<file path="config.mk">
export PLATFORM = sky130hd
export DESIGN_NAME = alu_flat
export DESIGN_NICKNAME = d
export VERILOG_FILES = /design/src/rtl/alu_if.sv /design/src/rtl/alu.sv /design/src/flat_wrapper.sv
export SDC_FILE = /design/constraint.sdc
export NUM_CORES = 1
export LEC_CHECK = 0
export ABC_CLOCK_PERIOD_IN_PS = 1000
export BUFFER_PORTS_ARGS = -buffer_cell sky130_fd_sc_hd__buf_2
export CORE_ASPECT_RATIO = 0.5
export CORE_UTILIZATION = 60
export CTS_BUF_LIST = sky130_fd_sc_hd__clkbuf_4 sky130_fd_sc_hd__clkbuf_8 sky130_fd_sc_hd__clkbuf_16
export CTS_CLUSTER_DIAMETER = 80
export DETAILED_ROUTE_END_ITERATION = 7
export PLACE_DENSITY_LB_ADDON = 0.05
export SLEW_MARGIN = 20
export SYNTH_ARGS = -nofsm -noshare
export SYNTH_HDL_FRONTEND = slang
export SYNTH_SLANG_ARGS = --single-unit
export TNS_END_PERCENT = 20
</file>
<file path="constraint.sdc">
create_clock -name clk -period 1 [get_ports clk]
set_clock_uncertainty 0.05 [all_clocks]
set_input_delay 0.05 -clock clk [delete_from_list [all_inputs] [get_ports clk]]
set_output_delay 0.05 -clock clk [all_outputs]
set_load 0.005 [all_outputs]
</file>
<file path="src/rtl/alu_if.sv">
// Decode->execute and execute->memory handshake interfaces for the RV32I
// execute-stage ALU. Both are plain valid/ready bundles on the pipeline clock.

interface decode_execute_if #(parameter int N = 32);
    typedef struct packed {
        logic [6:0]   opcode;
        logic [2:0]   funct3;
        logic [6:0]   funct7;
        logic [N-1:0] reg_A;
        logic [N-1:0] reg_B;
        logic [N-1:0] imm_extended;
    } decoded_instr_t;

    logic           valid;
    logic           ready;
    decoded_instr_t decoded_instr;

    // ALU side: consumes the decoded instruction, back-pressures decode
    modport decode_out (
        input  valid,
        input  decoded_instr,
        output ready
    );
endinterface

interface execute_memory_if #(parameter int N = 32);
    logic         ready;
    logic         valid;
    logic [N-1:0] alu_result;

    // ALU side: presents the registered result to the memory stage
    modport execute_out (
        input  ready,
        output valid,
        output alu_result
    );
endinterface

</file>
<file path="src/rtl/alu.sv">
// Execute-stage ALU: one registered result per accepted decoded instruction,
// single-cycle latency. A downstream stall propagates straight back to decode.
// Optional macro ALU_BRANCH_CMP_EN adds branch-condition evaluation on
// OPCODE_BRANCH; without it branches fall into the "unknown opcode -> 0" path.

module alu #(
    parameter int N = 32
) (
    input logic                    clk,
    input logic                    rst,
    decode_execute_if.decode_out   de_if,
    execute_memory_if.execute_out  em_if
);
    localparam int SHW = $clog2(N);

    localparam logic [6:0] OPCODE_REG_REG = 7'b0110011;
    localparam logic [6:0] OPCODE_REG_IMM = 7'b0010011;
    localparam logic [6:0] OPCODE_LOAD    = 7'b0000011;
    localparam logic [6:0] OPCODE_STORE   = 7'b0100011;

    localparam logic [2:0] F3_ADD_SUB = 3'b000;
    localparam logic [2:0] F3_SLL     = 3'b001;
    localparam logic [2:0] F3_SLT     = 3'b010;
    localparam logic [2:0] F3_SLTU    = 3'b011;
    localparam logic [2:0] F3_XOR     = 3'b100;
    localparam logic [2:0] F3_SRL_SRA = 3'b101;
    localparam logic [2:0] F3_OR      = 3'b110;
    localparam logic [2:0] F3_AND     = 3'b111;

    localparam logic [6:0] F7_SUB_SRA = 7'b0100000;

`ifdef ALU_BRANCH_CMP_EN
    localparam logic [6:0] OPCODE_BRANCH = 7'b1100011;
    localparam logic [2:0] F3_BEQ  = 3'b000;
    localparam logic [2:0] F3_BNE  = 3'b001;
    localparam logic [2:0] F3_BLT  = 3'b100;
    localparam logic [2:0] F3_BGE  = 3'b101;
    localparam logic [2:0] F3_BLTU = 3'b110;
    localparam logic [2:0] F3_BGEU = 3'b111;
`endif

    logic [N-1:0]   a;
    logic [N-1:0]   b;
    logic [N-1:0]   imm;
    logic [6:0]     opcode;
    logic [2:0]     funct3;
    logic           alt;
    logic [SHW-1:0] shamt;
    logic [N-1:0]   result;

    // Decoded field aliases and operand-B selection
    always_comb begin
        opcode = de_if.decoded_instr.opcode;
        funct3 = de_if.decoded_instr.funct3;
        alt    = (de_if.decoded_instr.funct7 == F7_SUB_SRA);
        a      = de_if.decoded_instr.reg_A;
        imm    = de_if.decoded_instr.imm_extended;
        b      = (opcode == OPCODE_REG_REG) ? de_if.decoded_instr.reg_B : imm;
        shamt  = b[SHW-1:0];
    end

    // Result selection; unknown opcodes still produce a (zero) result
    always_comb begin
        result = '0;
        case (opcode)
            OPCODE_REG_REG, OPCODE_REG_IMM: begin
                case (funct3)
                    F3_ADD_SUB: result = alt ? (a - b) : (a + b);
                    F3_SLL:     result = a << shamt;
                    F3_SLT:     result = {{(N-1){1'b0}}, ($signed(a) < $signed(b))};
                    F3_SLTU:    result = {{(N-1){1'b0}}, (a < b)};
                    F3_XOR:     result = a ^ b;
                    F3_SRL_SRA: result = alt ? N'($signed(a) >>> shamt) : (a >> shamt);
                    F3_OR:      result = a | b;
                    F3_AND:     result = a & b;
                    default:    result = '0;
                endcase
            end
            OPCODE_LOAD, OPCODE_STORE: result = a + imm;
`ifdef ALU_BRANCH_CMP_EN
            OPCODE_BRANCH: begin
                // Branches compare two registers, so use reg_B, not the immediate
                case (funct3)
                    F3_BEQ:  result = {{(N-1){1'b0}}, (a == de_if.decoded_instr.reg_B)};
                    F3_BNE:  result = {{(N-1){1'b0}}, (a != de_if.decoded_instr.reg_B)};
                    F3_BLT:  result = {{(N-1){1'b0}}, ($signed(a) <  $signed(de_if.decoded_instr.reg_B))};
                    F3_BGE:  result = {{(N-1){1'b0}}, ($signed(a) >= $signed(de_if.decoded_instr.reg_B))};
                    F3_BLTU: result = {{(N-1){1'b0}}, (a <  de_if.decoded_instr.reg_B)};
                    F3_BGEU: result = {{(N-1){1'b0}}, (a >= de_if.decoded_instr.reg_B)};
                    default: result = '0;
                endcase
            end
`endif
            default: result = '0;
        endcase
    end

    // Decode may only hand over an instruction when memory can take the result
    assign de_if.ready = em_if.ready;

    // Output register: update on accept, drop valid on idle, freeze on stall
    always_ff @(posedge clk or posedge rst) begin
        if (rst) begin
            em_if.valid      <= 1'b0;
            em_if.alu_result <= '0;
        end else if (em_if.ready) begin
            em_if.valid <= de_if.valid;
            if (de_if.valid) em_if.alu_result <= result;
        end
    end
endmodule

</file>
<file path="src/flat_wrapper.sv">
// flat-port wrapper written by rule: the top's interface ports become plain ports
module alu_flat 
#(
    parameter int N = 32
)
  (clk, rst, de_if_valid, de_if_decoded_instr, de_if_ready, em_if_ready, em_if_valid, em_if_alu_result);
  decode_execute_if #(.N(N)) de_if_i ();
  execute_memory_if #(.N(N)) em_if_i ();
  input logic clk;
  input logic rst;
  input wire logic [$bits(de_if_i.valid)-1:0] de_if_valid;
  input wire logic [$bits(de_if_i.decoded_instr)-1:0] de_if_decoded_instr;
  output wire logic [$bits(de_if_i.ready)-1:0] de_if_ready;
  input wire logic [$bits(em_if_i.ready)-1:0] em_if_ready;
  output wire logic [$bits(em_if_i.valid)-1:0] em_if_valid;
  output wire logic [$bits(em_if_i.alu_result)-1:0] em_if_alu_result;
  assign de_if_i.valid = de_if_valid;
  assign de_if_i.decoded_instr = de_if_decoded_instr;
  assign de_if_ready = de_if_i.ready;
  assign em_if_i.ready = em_if_ready;
  assign em_if_valid = em_if_i.valid;
  assign em_if_alu_result = em_if_i.alu_result;
  alu #(.N(N)) u_core (.clk(clk), .rst(rst), .de_if(de_if_i), .em_if(em_if_i));
endmodule
</file>
==> results of run 1 <==
Yosys cell counts, types with 6 or more instances:
library cell,n,area [um^2]
o21bai_1,20,150.1
and2_1,15,93.84
xnor2_1,40,350.3
clkbuf_1,78,292.8
or3_1,11,68.82
o21ai_0,160,800.8
o22ai_1,12,75.07
o21a_1,10,75.07
o221ai_1,10,87.58
nand4_1,13,81.33
a31oi_1,41,256.5
o41ai_1,6,52.55
o2111ai_1,12,105.1
a221o_1,8,80.08
a311oi_1,7,61.31
a22oi_1,23,172.7
buf_2,31,155.2
buf_1,10,37.54
a211o_1,14,122.6
o311ai_0,7,61.31
a21oi_1,211,1056
nor2b_1,10,62.56
dfrtp_1,33,825.8
inv_1,105,394.1
mux2_2,43,484.2
a21o_1,26,195.2
and3_1,22,137.6
o21ai_1,17,85.08
a211oi_1,33,247.7
nand2_1,136,510.5
mux2i_1,85,850.8
a221oi_1,9,78.83
xor2_1,13,113.9
nor2_1,154,578.1
mux4_2,10,225.2
ha_1,122,1526
nand3_1,44,220.2
nand2b_1,7,43.79
nor4_1,10,62.56
o211ai_1,38,285.3
o31ai_1,28,210.2
nor3_1,47,235.2
o31a_1,6,52.55
routing by layer:
metal  GRT overflow  track usage, %
met5             25           86.90
met4            209           103.0
met3            159           94.53
met2            561           112.3
met1            181           98.14
kinds of logic after synthesis:
family | synth area share (%)
flops | 6.512
mux | 12.50
buf+inv | 7.528
simple gates | 19.01
fa+ha+maj | 12.35
xor+xnor | 3.661
compound gates | 38.43
what timing repair did:
item	CTS
gates resized for setup	204
gates cloned	1
pin swaps	68
endpoints found under the hold margin	33
setup buffers	20
hold buffers	1
setup endpoints to repair	41
through the flow:
step / area [um^2] / worst slack (ps) / cells
3_5_place_dp: 18610 / -3026 / 2829
3_3_place_gp: 18610 / -2917 / 2829
2_1_floorplan: 12960 / -2506 / 1847
4_1_cts: 19810 / -2357 / 2858
==> flow_summary.json, run 1 <==
{
  "grt_overflow": 1135,
  "place.gp.congestion": 1.511,
  "cts_made_buffers": 5,
  "clockBufferDepth": 2,
  "portBuffers": 150,
  "grt_pass1_wl_mm": 168.5,
  "yosysSeqAreaShare_pct": 6.512,
  "dp_hpwl_mm": 66.23,
  "synth_area_per_cell_um2": 6.866,
  "syn-instance-count": 1847,
  "grt_usage_pct": 101.5,
  "failing_step": "global routing (5_1_grt)",
  "first_global_vias": 27090,
  "clkSinkCount": 33,
  "error": "[ERROR GRT-0116] Global routing finished with congestion. Check the congestion regions in the DRC Viewer.",
  "ys_warn_count": 0,
  "grt_max_degree": 58,
  "synth_cell_types": 93,
  "start_util_pct": 61.42,
  "rows": 37,
  "dieHeight_um": 104.8,
  "synthesis.area_mm2": 0.01268,
  "status": "aborted with a tool error",
  "synth-async-reset-ratio_pct": 100.0,
  "synth_edf_count": 0,
  "synth-seq-cells": 33,
  "ys.flop_type": "dfrtp_1",
  "root_buffer": "clkbuf_16",
  "die_width_um": 207.6,
  "ios": 151,
  "synth_nets": 2088,
  "htreeDepth": 2
}
==> run 2, diff against run 1 <==
CORE_ASPECT_RATIO = not set   (was 0.5)
CORE_UTILIZATION = 40   (was 60)
CTS_BUF_LIST = not set   (was sky130_fd_sc_hd__clkbuf_4 sky130_fd_sc_hd__clkbuf_8 sky130_fd_sc_hd__clkbuf_16)
CTS_CLUSTER_DIAMETER = not set   (was 80)
PLACE_DENSITY_LB_ADDON = 0.15   (was 0.05)
==> flow_summary.json, run 2 <==
{
  "core_area_mm2": 0.03091,
  "final-hold-violation-count": 0,
  "synth_top_family_by_area": "compound AO/OA/AOI/OAI gates",
  "cp_cell_sequence": "buf_6 -> and4bb_4 -> buf_12 -> nand2_8 -> mux2i_4 -> inv_2 -> ha_4 -> buf_6 -> o211ai_1 -> a31oi_4 -> o211ai_1 -> a31oi_2 -> o41ai_2 -> o21ai_1 -> and3_1 -> or4_4 -> a21oi_2 -> o21ai_1",
  "cp-startpoint": "de_if_decoded_instr[112]",
  "synth_most_common_cell": "a21oi_1",
  "path_clk_slew_ps": 70,
  "cts_tree": "done",
  "endpoint": "u_core.em_if.alu_result[18]",
  "clockBufferDepth": 2,
  "crit_slowest_cell": "or4_4",
  "r2r-start": "u_core.em_if.alu_result[31]",
  "viasPerCell": 6.647,
  "clock_latency_ps": 310,
  "route.detailed.drc": 0,
  "hold-worst-slack_ps": 151.2,
  "max-cap-violations": 0,
  "synth_fa_ha_area_share_pct": 12.35,
  "synth_nets": 2088,
  "r2r_slack_ps": -250,
  "path_delay_family": "compound AO/OA/AOI/OAI gates",
  "path_max_fanout": 5,
  "p_leak_uw": 0.009784,
  "dp_hpwl_mm": 65.26,
  "synthesis.area_mm2": 0.01268,
  "cts_made_buffers": 5,
  "synth-seq-cells": 33,
  "setup-tns-final_ps": -68760,
  "post-place-ws_ps": -2880,
  "synth_area_per_cell_um2": 6.866,
  "drt-pass1-iter-count": 6,
  "crit_cells": 18,
  "cp_slowest_stage_delay_ps": 480,
  "yosys.area_share.xor_xnor_pct": 3.661,
  "worst_pin_slew_ps": 887.1,
  "hp-class": "in -> reg",
  "regMostFlops": "u_core.em_if.alu_result",
  "synth_compound_area_share_pct": 38.43,
  "ios": 151,
  "portBuffers": 150,
  "powerDensity_mw_per_mm2": 750.4,
  "synth_top_cell_by_area": "ha_1",
  "slew_headroom_pct": 40.24,
  "worst_setup_path_end_kind": "flip-flop",
  "synth_edf_count": 0,
  "synthToLayoutAreaGrowth_pct": 64.42,
  "synth.area.top_cells": "ha_1, a21oi_1, mux2i_1, dfrtp_1, o21ai_0",
  "cp-start-kind": "primary input",
  "vias": 20030,
  "dieHeight_um": 180.1,
  "synth_cell_types": 93,
  "routed_wl_mm": 82.93,
  "min_period_ps": 3385,
  "start_util_pct": 41.03,
  "ys.flop_type": "dfrtp_1",
  "first_global_vias": 19280,
  "drive_gt1_share_pct": 44.99,
  "cp_data_arrival_time_ps": 3520,
  "clkSinkCount": 33,
  "die_area_mm2": 0.03242,
  "setup_viol": 44,
  "postLayoutSetupSlackWorst_ps": -2385,
  "period_share_pct": 338.5,
  "timing_worst_setup_path_type": "in -> reg",
  "r2r-end": "u_core.em_if.alu_result[31]",
  "largest_register_ffs": 32,
  "drtIter0Drc": 3107,
  "grt_usage_pct": 49.02,
  "rows": 64,
  "syn-instance-count": 1847,
  "synth_common_cells": "a21oi_1, o21ai_0, nor2_1",
  "status": "complete, but fails checks",
  "grt_max_degree": 58,
  "ant_nets": 0,
  "fillers": 2664,
  "grt_pass1_wl_mm": 120.7,
  "violations": "negative setup slack",
  "nNetsFinal": 2854,
  "place.gp.congestion": 1.113,
  "yosysSeqAreaShare_pct": 6.512,
  "synth-async-reset-ratio_pct": 100.0,
  "grt_overflow": 0,
  "reg_top3": "u_core.em_if.alu_result x32, u_core.em_if.valid x1",
  "final_common_cell": "buf_4",
  "drv_slew": 0,
  "die_width_um": 180.1,
  "root_buffer": "clkbuf_16",
  "final_util_pct": 67.45,
  "synthMuxAreaShare_pct": 12.50,
  "antenna_found_initial": 3,
  "max-vdd-ir-drop_uv": 475.3,
  "r2r_cells": 3,
  "rsz0062_at_grt": "true",
  "yosys.area_share.simple_pct": 19.01,
  "wl_per_cell_um": 27.52,
  "htreeDepth": 2,
  "ys_warn_count": 0,
  "max_freq_ghz": 0.2954,
  "required_ps": 1140,
  "final_cell_mix": "buf_4, a21oi_1, nor2_1, buf_2, nand2_1",
  "yosysTopAreaCellShare_pct": 12.04,
  "cp_num_buf_inv": 4
}
-- run 2: cell counts after synthesis --
No cell type changed its count.
-- run 2: kinds of logic after synthesis --
logic type / count (synthesis)
AOI/OAI and AO/OA: 756
and+or+nand+nor: 505
buffers and inverters: 236
muxes: 140
adders and majority gates: 124
xor gates and xnor gates: 53
DFF: 33
-- run 2: layout make-up --
cell class | count | area [um^2] | area share (%)
flip-flops and latches | 33 | 829.5 | 3.979
multi-input cells | 1579 | 12220 | 58.59
well taps | 396 | 495.5 | 2.376
repair buffers | 883 | 6690 | 32.09
clock inverters | 1 | 30.03 | 0.1440
inverters | 111 | 437.9 | 2.100
clock buffers | 7 | 142.6 | 0.6841
diodes | 3 | 7.507 | 0.03601
-- run 2: stage by stage --
| stage | power, uW | instances | cell area (um^2) |
|---|---|---|---|
| floorplan | 6274 | 1847 | 12960 |
| global placement | 11780 | 2964 | 18920 |
| detailed placement | 11890 | 2964 | 18920 |
| CTS | 14630 | 2992 | 20300 |
| global route | 16080 | 3010 | 20840 |
| finish | 15650 | 3013 | 20850 |
-- run 2: worst min path at each step --
stage | slack (ps) | cells past startpoint | startpoint | endpoint
2_1_floorplan | 100 | 1 | em_if_ready | u_core.em_if.valid
3_3_place_gp | 80 | 3 | rst | u_core.em_if.alu_result[27]
3_5_place_dp | 80 | 3 | rst | u_core.em_if.alu_result[27]
4_1_cts | 140 | 4 | de_if_valid | u_core.em_if.valid
5_1_grt | 200 | 4 | de_if_valid | u_core.em_if.valid
6_report | 150 | 4 | de_if_valid | u_core.em_if.valid
-- run 2: timing repair --
action | 4_1_cts | 5_1_grt
hold buffers | 2 | 0
setup buffers | 17 | 21
cloned | 2 | 0
endpoints found under the setup margin | 44 | 44
pin swaps | 57 | 70
endpoints found under the hold margin | 34 | 0
resized for setup | 227 | 94
-- run 2: power by group --
group | internal (uW) | total [uW] | switching (uW)
clock network | 1250 | 1990 | 743
logic | 5420 | 12200 | 6800
registers | 1380 | 1430 | 53.4
total | 8050 | 15600 | 7600
-- run 2: worst register-to-register path, delay by kind of cell, from the launching register on --
family / cells / cell delay (ps)
multiplexers: 1 / 350
AO/OA/AOI/OAI: 1 / 110
buffers and inverters: 1 / 150
flip-flops: 1 / 460
-- run 2: layer usage --
layer  wire, um  vias up  global-route usage (%)
li1           -     8504                       -
met1      31160     9460                   63.58
met2      34360     1651                   73.37
met3      11900      411                   13.38
met4       5505        0                   26.91
met5          0        -                       0
No activity file was read; power rests on OpenSTA's default activity.
